File: config.mk
export PLATFORM = sky130hd
export DESIGN_NAME = rom_stream_reader_flat
export DESIGN_NICKNAME = d
export VERILOG_FILES = /design/src/rtl/rom_stream_reader_pkg.sv /design/src/rtl/rom_stream_reader_if.sv /design/src/rtl/rom_rd_skid_fifo.sv /design/src/rtl/rom_stream_reader.sv /design/src/flat_wrapper.sv
export SDC_FILE = /design/constraint.sdc
export NUM_CORES = 1
export LEC_CHECK = 0
export CAP_MARGIN = 20
export CORE_MARGIN = 2
export CORE_UTILIZATION = 40
export CTS_BUF_LIST = sky130_fd_sc_hd__clkbuf_4
export DETAILED_ROUTE_END_ITERATION = 8
export SETUP_SLACK_MARGIN = 0.2
export SYNTH_ARGS = -nofsm -noshare
export SYNTH_HDL_FRONTEND = slang
export SYNTH_SLANG_ARGS = --single-unit
File: constraint.sdc
create_clock -name clk -period 6.5 [get_ports clk]
set_input_delay 1.625 -clock clk [delete_from_list [all_inputs] [get_ports clk]]
set_output_delay 1.625 -clock clk [all_outputs]
set_load 0.03 [all_outputs]
File: src/rtl/rom_stream_reader_pkg.sv
// Shared types and constants for the ROM stream reader.
// Holds the FSM encoding and the buffer credit check.
package rom_reader_pkg;

    localparam int AW_DEF    = 8;
    localparam int DW_DEF    = 8;
    localparam int BUF_DEPTH = 2;

    typedef enum logic [1:0] {
        IDLE  = 2'd0,
        READ  = 2'd1,
        DRAIN = 2'd2
    } state_e;

    // Words already owned (buffered + in flight) minus this cycle's pop
    // must leave room for one more.
    function automatic logic credit_ok(
        input logic [1:0] cnt,
        input logic       inflight,
        input logic       pop
    );
        return ({1'b0, cnt} + {2'b0, inflight}) <= (3'd1 + {2'b0, pop});
    endfunction

endpackage

File: src/rtl/rom_stream_reader_if.sv
// ROM read bus and output stream bundles.
// Master side drives the request / the stream.
interface rom_rd_if #(
    parameter int AW = 8,
    parameter int DW = 8
);
    logic [AW-1:0] rom_address;
    logic          rom_read_en;
    logic          rom_ce;
    logic [DW-1:0] rom_data;

    modport master (
        output rom_address, rom_read_en, rom_ce,
        input  rom_data
    );
    modport slave (
        input  rom_address, rom_read_en, rom_ce,
        output rom_data
    );
endinterface

interface rom_stream_if #(
    parameter int DW = 8
);
    logic [DW-1:0] out_data;
    logic          out_valid;
    logic          out_ready;
    logic          out_last;

    modport master (
        output out_data, out_valid, out_last,
        input  out_ready
    );
    modport slave (
        input  out_data, out_valid, out_last,
        output out_ready
    );
endinterface

File: src/rtl/rom_rd_skid_fifo.sv
// Two-entry FIFO of {last, data} between ROM capture and stream output.
// Flush empties it in one cycle and wins over push/pop.
module rom_rd_skid_fifo
    import rom_reader_pkg::*;
#(
    parameter int W = 9
) (
    input  logic         clk,
    input  logic         reset,
    input  logic         flush_i,
    input  logic         push_i,
    input  logic [W-1:0] push_data_i,
    input  logic         pop_i,
    output logic [W-1:0] head_o,
    output logic [1:0]   count_o
);

    logic [W-1:0] mem_q [BUF_DEPTH];
    logic         wr_q;
    logic         rd_q;
    logic [1:0]   cnt_q;
    logic         do_push;
    logic         do_pop;

    assign do_pop  = pop_i && (cnt_q != 2'd0);
    assign do_push = push_i && ((cnt_q != 2'd2) || do_pop);
    assign head_o  = mem_q[rd_q];
    assign count_o = cnt_q;

    always_ff @(posedge clk or posedge reset) begin
        if (reset) begin
            mem_q <= '{default: '0};
            wr_q  <= 1'b0;
            rd_q  <= 1'b0;
            cnt_q <= 2'd0;
        end else if (flush_i) begin
            wr_q  <= 1'b0;
            rd_q  <= 1'b0;
            cnt_q <= 2'd0;
        end else begin
            if (do_push) begin
                mem_q[wr_q] <= push_data_i;
                wr_q        <= ~wr_q;
            end
            if (do_pop) begin
                rd_q <= ~rd_q;
            end
            cnt_q <= cnt_q + {1'b0, do_push} - {1'b0, do_pop};
        end
    end

endmodule

File: src/rtl/rom_stream_reader.sv
// Sweeps a ROM address window and streams the words out with a last marker.
// Reads are credit-limited so the 2-entry buffer never overflows.
module rom_stream_reader
    import rom_reader_pkg::*;
#(
    parameter int AW = AW_DEF,
    parameter int DW = DW_DEF
) (
    input  logic            clk,
    input  logic            reset,
    input  logic            start,
    input  logic [AW-1:0]   start_addr,
    input  logic [AW:0]     len,
    input  logic            abort,
    rom_rd_if.master        rom,
    rom_stream_if.master    out,
    output logic            busy,
    output logic            done
);

    localparam logic [AW:0] LEN_ONE = {{AW{1'b0}}, 1'b1};

    state_e        state_q, state_d;
    logic [AW-1:0] addr_q, addr_d;
    logic [AW:0]   remain_q, remain_d;
    logic          ce_q, ce_d;
    logic [AW-1:0] raddr_q, raddr_d;
    logic          ilast_q, ilast_d;
    logic          done_q, done_d;
    logic          flush;
    logic          pop;
    logic [1:0]    count;
    logic [DW:0]   head;

    assign pop = out.out_valid && out.out_ready;

    always_comb begin
        state_d  = state_q;
        addr_d   = addr_q;
        remain_d = remain_q;
        ce_d     = 1'b0;
        raddr_d  = '0;
        ilast_d  = 1'b0;
        done_d   = 1'b0;
        flush    = 1'b0;
        unique case (state_q)
            IDLE: begin
                if (start && !abort) begin
                    if (len == '0) begin
                        done_d = 1'b1;
                    end else begin
                        state_d  = READ;
                        addr_d   = start_addr;
                        remain_d = len;
                    end
                end
            end
            READ: begin
                if (abort) begin
                    state_d = IDLE;
                    flush   = 1'b1;
                end else if (credit_ok(count, ce_q, pop)) begin
                    ce_d     = 1'b1;
                    raddr_d  = addr_q;
                    addr_d   = addr_q + AW'(1);
                    remain_d = remain_q - LEN_ONE;
                    ilast_d  = (remain_q == LEN_ONE);
                    if (remain_q == LEN_ONE) begin
                        state_d = DRAIN;
                    end
                end
            end
            DRAIN: begin
                if (abort) begin
                    state_d = IDLE;
                    flush   = 1'b1;
                end else if (pop && out.out_last) begin
                    state_d = IDLE;
                    done_d  = 1'b1;
                end
            end
            default: state_d = IDLE;
        endcase
    end

    always_ff @(posedge clk or posedge reset) begin
        if (reset) begin
            state_q  <= IDLE;
            addr_q   <= '0;
            remain_q <= '0;
            ce_q     <= 1'b0;
            raddr_q  <= '0;
            ilast_q  <= 1'b0;
            done_q   <= 1'b0;
        end else begin
            state_q  <= state_d;
            addr_q   <= addr_d;
            remain_q <= remain_d;
            ce_q     <= ce_d;
            raddr_q  <= raddr_d;
            ilast_q  <= ilast_d;
            done_q   <= done_d;
        end
    end

    // An abort also drops the read still in flight.
    rom_rd_skid_fifo #(
        .W (DW + 1)
    ) u_fifo (
        .clk         (clk),
        .reset       (reset),
        .flush_i     (flush),
        .push_i      (ce_q && !flush),
        .push_data_i ({ilast_q, rom.rom_data}),
        .pop_i       (pop),
        .head_o      (head),
        .count_o     (count)
    );

    assign rom.rom_address = raddr_q;
    assign rom.rom_ce      = ce_q;
    assign rom.rom_read_en = ce_q;
    assign out.out_valid   = (count != 2'd0);
    assign out.out_data    = head[DW-1:0];
    assign out.out_last    = out.out_valid && head[DW];
    assign busy            = (state_q != IDLE);
    assign done            = done_q;

endmodule

File: src/flat_wrapper.sv
// flat-port wrapper written by rule: the top's interface ports become plain ports
module rom_stream_reader_flat import rom_reader_pkg::*;
#(
    parameter int AW = AW_DEF,
    parameter int DW = DW_DEF
)
  (clk, reset, start, start_addr, len, abort, busy, done, rom_rom_address, rom_rom_read_en, rom_rom_ce, rom_rom_data, out_out_data, out_out_valid, out_out_last, out_out_ready);
  rom_rd_if #(.AW(AW), .DW(DW)) rom_i ();
  rom_stream_if #(.DW(DW)) out_i ();
  input  logic clk;
  input  logic reset;
  input  logic start;
  input  logic [AW-1:0] start_addr;
  input  logic [AW:0] len;
  input  logic abort;
  output logic busy;
  output logic done;
  output wire logic [$bits(rom_i.rom_address)-1:0] rom_rom_address;
  output wire logic [$bits(rom_i.rom_read_en)-1:0] rom_rom_read_en;
  output wire logic [$bits(rom_i.rom_ce)-1:0] rom_rom_ce;
  input wire logic [$bits(rom_i.rom_data)-1:0] rom_rom_data;
  output wire logic [$bits(out_i.out_data)-1:0] out_out_data;
  output wire logic [$bits(out_i.out_valid)-1:0] out_out_valid;
  output wire logic [$bits(out_i.out_last)-1:0] out_out_last;
  input wire logic [$bits(out_i.out_ready)-1:0] out_out_ready;
  assign rom_rom_address = rom_i.rom_address;
  assign rom_rom_read_en = rom_i.rom_read_en;
  assign rom_rom_ce = rom_i.rom_ce;
  assign rom_i.rom_data = rom_rom_data;
  assign out_out_data = out_i.out_data;
  assign out_out_valid = out_i.out_valid;
  assign out_out_last = out_i.out_last;
  assign out_i.out_ready = out_out_ready;
  rom_stream_reader #(.AW(AW), .DW(DW)) u_core (.clk(clk), .reset(reset), .start(start), .start_addr(start_addr), .len(len), .abort(abort), .rom(rom_i), .out(out_i), .busy(busy), .done(done));
endmodule
* After elaboration in Yosys (flattened, before gate mapping) *
Cells that the tools add are included.

operators by class
  magnitude comparators = 4
  bitwise logic cells = 5
  reductions and logical operators = 22
  equal/unequal tests = 11
  multiplexer cells = 45
  $add $sub $neg = 6

operator list
  cell                   count
  $mux W9                8
  $mux W8                7
  $bwmux W18             1
  $pmux W9 S2            1
  $mux W1                16
  $mux W2                8
  $pmux W8 S2            1
  $reduce_and A5 Y1      2
  $reduce_bool A2 Y1     5
  $demux W9 S1           1
  $eq A9 B1 Y1 const B   1
  $logic_not A9 Y1       1
  $ne A3 B2 Y1 const B   3
  $sub A9 B1 Y9 const B  1
  $add A8 B1 Y8 const B  1
  $logic_and A1 B1 Y1    8
  $ne A2 B2 Y1 const B   3
  $pmux W2 S3            1
  $ge A2 B2 Y1 const B   2
  $ne A2 B1 Y1 const B   2
  $not A1 Y2             2
  $add A2 B1 Y3          1
  $le A3 B3 Y1           1
  $not A1 Y1             3
  other kinds (12)       13

word-level totals
  flip-flop bits (word level) = 52
  output and inout port bits = 22
  word-level logic and storage cells = 105
  bits of input ports = 30

* Logic depth before layout (Yosys ltp) *
  depth after elaboration = 9
  gate-level depth with buffers = 10
  mapped depth without buffers = 10

* Hierarchy *
A second synthesis with hierarchy kept.

second synthesis, totals
  cell total of the unflattened synthesis = 263
  area total of the unflattened synthesis = 2856.5 sq um

modules (own cells, without submodules)
  module             sequential area each (sq um)  instances  cells an instance  area each (sq um)
  rom_stream_reader  750.7                         1          193                1816.7
  rom_rd_skid_fifo   550.5                         1          70                 1039.7

* Worst setup path before layout *
No wires, ideal clock.

  kind = input to register
  from = in out_out_ready
  to = reg u_core.remain_q[7]
  path slack = 3009 ps
  path buffers = 1
  required time = 6380 ps
  cell stages on the path = 8
  arrival time = 3371 ps
  library setup time = 120 ps
  path through = o21ai_1 -> fa_1 -> nor3b_1 -> o21a_2 -> nor3b_2 -> buf_6 -> nand4_1 -> and3b_1

between the ends
  cells in the longest elaborated chain, start to end = 5

ends and longest elaborated chain
  item                                RTL line                     RTL
  from (decl)                         flat_wrapper.sv:25           input wire logic [$bits(out_i.out_ready)-1:0] out_out_ready;
  $logic_and A1 B1 Y1                 rom_stream_reader.sv:35      assign pop = out.out_valid && out.out_ready;
  $add A1 B1 Y2                       rom_stream_reader_pkg.sv:22  return ({1'b0, cnt} + {2'b0, inflight}) <= (3'd1 + {2'b0, pop});
  $le A3 B3 Y1                        rom_stream_reader_pkg.sv:22
  $ne A2 B1 Y1 (no source line)       -
  $reduce_and A5 Y1 (no source line)  -
  to (signal assigned)                rom_stream_reader.sv:98      remain_q <= remain_d;
  to (decl)                           rom_stream_reader.sv:25      logic [AW:0] remain_q, remain_d;

No other way between the ends.
A chain may end at the register's enable or synchronous reset.

* Worst setup path after layout *
Same ends and word-level chain as after synthesis.

==> metrics.md <==
| Metric | Value |
|---|---|
| Placed wire-length estimate | 4250 um |
| CP Class | input port to flop |
| Compound-Gate Fraction of Synth Area | 0.132 |
| Final worst slack | 2.25 ns |
| DR WL/cell | 14.7 um |
| Post-Synth Simple-Gate Area | 0.163 |
| Pwr dens | 487 mW/mm^2 |
| Leakage | 1.50 nW |
| Antenna Nets Post-Route | 0 |
| Router iterations before antenna repair | 4 |
| Xor-xnor portion of the synthesized cell area | 0.00935 |
| Tcrit/Tclk final | 0.655 |
| Sequential element share of the synthesized area | 0.463 |
| H-tree Lvls | 2 |
| Global-route usage over all layers | 0.169 |
| DP Worst Slack | 1.84 ns |
| Unrepaired setup endpoints after global routing | false |
| PortBufs | 51 |
| Final Max Slew Viols | 0 |
| Clk Latency, worst-skew pair | 0.37 ns |
| Clock Tree Root | clkbuf_4 |
| Post-Syn Instances | 254 |
| Area Overhead vs Synth | 22.8% |
| Finish-stage setup viols | 0 |
| Num rows | 30 |
| Max_slew headroom | 0.323 |
| Maximum clock path buffer count | 2 |
| Mean Syn Cell Area | 11.1 sq um |
| Setup TNS | 0 ns |
| Chip width | 87.8 um |
| Crit path time final | 4.25 ns |
| Final Skew | 0.0146 ns |
| Final hold violations | 0 |
| Total Nets Final | 346 |
| Most frequent cells in the layout | 52 x dfrtp_1, 51 x clkdlybuf4s50_1, 26 x mux2_2, 21 x nor2_1, 16 x inv_1 |
| WL met2 | 2760 um |
| Crit path DAT | 4.54 ns |
| Initial antenna violation count | 0 |
| Post-CTS Setup Bufs | 0 |
| Worst EP required | 6.79 ns |
| Clock transition at path regs | 0.16 ns |
| EDFF count, synth | 0 |
| CTS buffer count | 5 |
| Worst setup EP type | flop |
| Vias | 2,037 |
| Vias/cell | 5.08 |
| Final core utilization | 0.508 |
| Highest Signal Layer | met4 |
| Share of layout cells above drive strength 1 | 0.180 |
| Post-Synth Adder-Cell Area | 0.0561 |
| Final GP Congestion | 0.837 |
| Worst-Margin Slew | 1.01 ns |
| Fill cells | 639 |
| Leading cell type in the layout, fill and taps excluded | dfrtp_1 |
| Area leader, netlist | dfrtp_1 |
| Area of the core | 0.00679 sq mm |
| Global-route wire length before repair | 10,200 um |
| Post-route cell area | 0.00345 sq mm |
| DR DRC count | 0 |
| DRT Wirelength | 5890 um |
| Io pins | 52 |
| Initial DRC count | 81 |
| Num Clock Sinks | 52 |
| CTS hold repair buffers | 0 |
| Async S/R FF share, synth | 1.00 |
| Status | finished clean |
| GRT overflow | 0 |
| Most area-consuming cells after synthesis | dfrtp_1 46%, mux2_2 10%, ha_1 4.9%, nor2_1 2.8%, mux2i_1 2.5% |
| Post-CTS sizing | 0 |
| Synth top area share | 0.463 |
| Main synth FF type | dfrtp_1 |
| Max-Cap Viols | 0 |
| Die height | 87.8 um |
| Total Power Consumption | 0.00168 W |
| Initial core utilization | 0.414 |
| Met3 wire length | 273 um |
| N_diodes | 0 |
| Hold crit path type | flop to flop |
| Mapped Area | 0.00281 sq mm |
| Total die area | 0.00771 sq mm |
| Peak supply drop | 0.187 mV |
| Vias in the first global route | 2,064 |
| Placed instance area | 0.00339 sq mm |
| Combinational family with the most area after synthesis | simple AND/OR/NAND/NOR gates |
| Synthesis warning total | 0 |
| Register bit total from synthesis | 52 |
| Cell variety after synth | 50 |
| Mux cell area share after synthesis | 0.129 |
| Largest net degree at the start of global routing | 53 |
| Syn nets | 296 |
| Startpoint types | input port |
| CTS tree | built |
| CP max FO | 12 |
| Met1 Routed Length | 2790 um |
| Fmax | 235 MHz |
-- stage by stage --
| step | hold WS [ns] | std cells |
|---|---|---|
| finish | 0.522 | 401 |
| global route | 0.542 | 401 |
| CTS | 0.528 | 401 |
| detailed placement | 0.489 | 393 |
| global placement | 0.481 | 393 |
| floorplan | 0.474 | 254 |
-- cell usage after synthesis (2+ instances only) --
| library cell | n |
|---|---|
| and3_1 | 2 |
| a21oi_1 | 11 |
| and3b_1 | 2 |
| a31oi_1 | 10 |
| nor2_1 | 21 |
| a311oi_2 | 4 |
| dfrtp_1 | 52 |
| nor3_1 | 9 |
| xnor2_1 | 2 |
| ha_1 | 11 |
| nand2_1 | 12 |
| mux2_2 | 26 |
| buf_6 | 2 |
| o31ai_1 | 3 |
| a211oi_2 | 2 |
| nor3_2 | 3 |
| o21ai_0 | 6 |
| and2_1 | 7 |
| buf_2 | 4 |
| buf_4 | 3 |
| inv_1 | 17 |
| nand2b_1 | 5 |
| o21ai_1 | 3 |
| nand3_1 | 4 |
| nand4_1 | 2 |
| mux2i_1 | 7 |
-- power by group --
part / leakage (nW) / internal (W) / switching, W
combinational: 0.815 / 0.000426 / 0.000520
clock: 0.0358 / 0.0000453 / 0.000110
sequential: 0.649 / 0.000460 / 0.000120
total: 1.50 / 0.000932 / 0.000750
-- worst paths after layout --
check,depth (start not counted),end,slack (ns),from
max in group asynchronous,3,u_core.addr_q[2],4.32,reset
hold reg to reg,1,u_core.u_fifo.mem_q[8],0.52,u_core.ilast_q
min in group asynchronous,3,u_core.u_fifo.mem_q[0],1.72,reset
hold / removal,1,u_core.u_fifo.mem_q[8],0.52,u_core.ilast_q
setup / recovery,8,u_core.remain_q[7],2.25,out_out_ready
setup reg to reg,7,u_core.remain_q[7],3.35,u_core.u_fifo.count_o[1]
-- cell type report --
type,count,area [sq um],area share
clock buffers,5,37.5,0.0109
clock inverters,3,26.3,0.00761
inverters,17,63.8,0.0185
multi-input cells,175,1380,0.399
flip-flops and latches,52,1300,0.377
well taps,96,120,0.0348
repair buffers,53,526,0.152
-- worst max-delay path: stages --
cell	delay (ns)
clkdlybuf4s50_1	0.47
o21ai_1	0.28
fa_1	0.50
nor3b_1	0.15
o21a_2	0.26
nor3b_2	0.85
nand4_1	0.17
and3b_1	0.23
-- kinds of logic (layout without fill, tap and decap cells) --
family                   Yosys count  in the layout
AND/OR/NAND/NOR                   79             79
flip-flops                        52             52
adder cells (fa/ha/maj)           12             12
buffers and inverters             27             78
XOR/XNOR                           3              3
multiplexers                      33             33
AO/OA/AOI/OAI                     48             48
-- per-layer routing --
metal / vias to the layer above / global-route usage
li1: 1012 / -
met1: 965 / 0.242
met5: - / 0
met3: 5 / 0.0320
met2: 55 / 0.268
met4: 0 / 0.0378
-- state kept, by name (all words and copies together) (netlist names) --
signal                  cells
u_core.u_fifo.mem_q        18
u_core.remain_q             9
u_core.addr_q               8
u_core.rom.rom_address      8
u_core.state_q              2
u_core.u_fifo.count_o       2
u_core.done                 1
u_core.ilast_q              1
u_core.rom.rom_ce           1
u_core.u_fifo.rd_q          1
u_core.u_fifo.wr_q          1
Power figures use the tool's default switching activity.
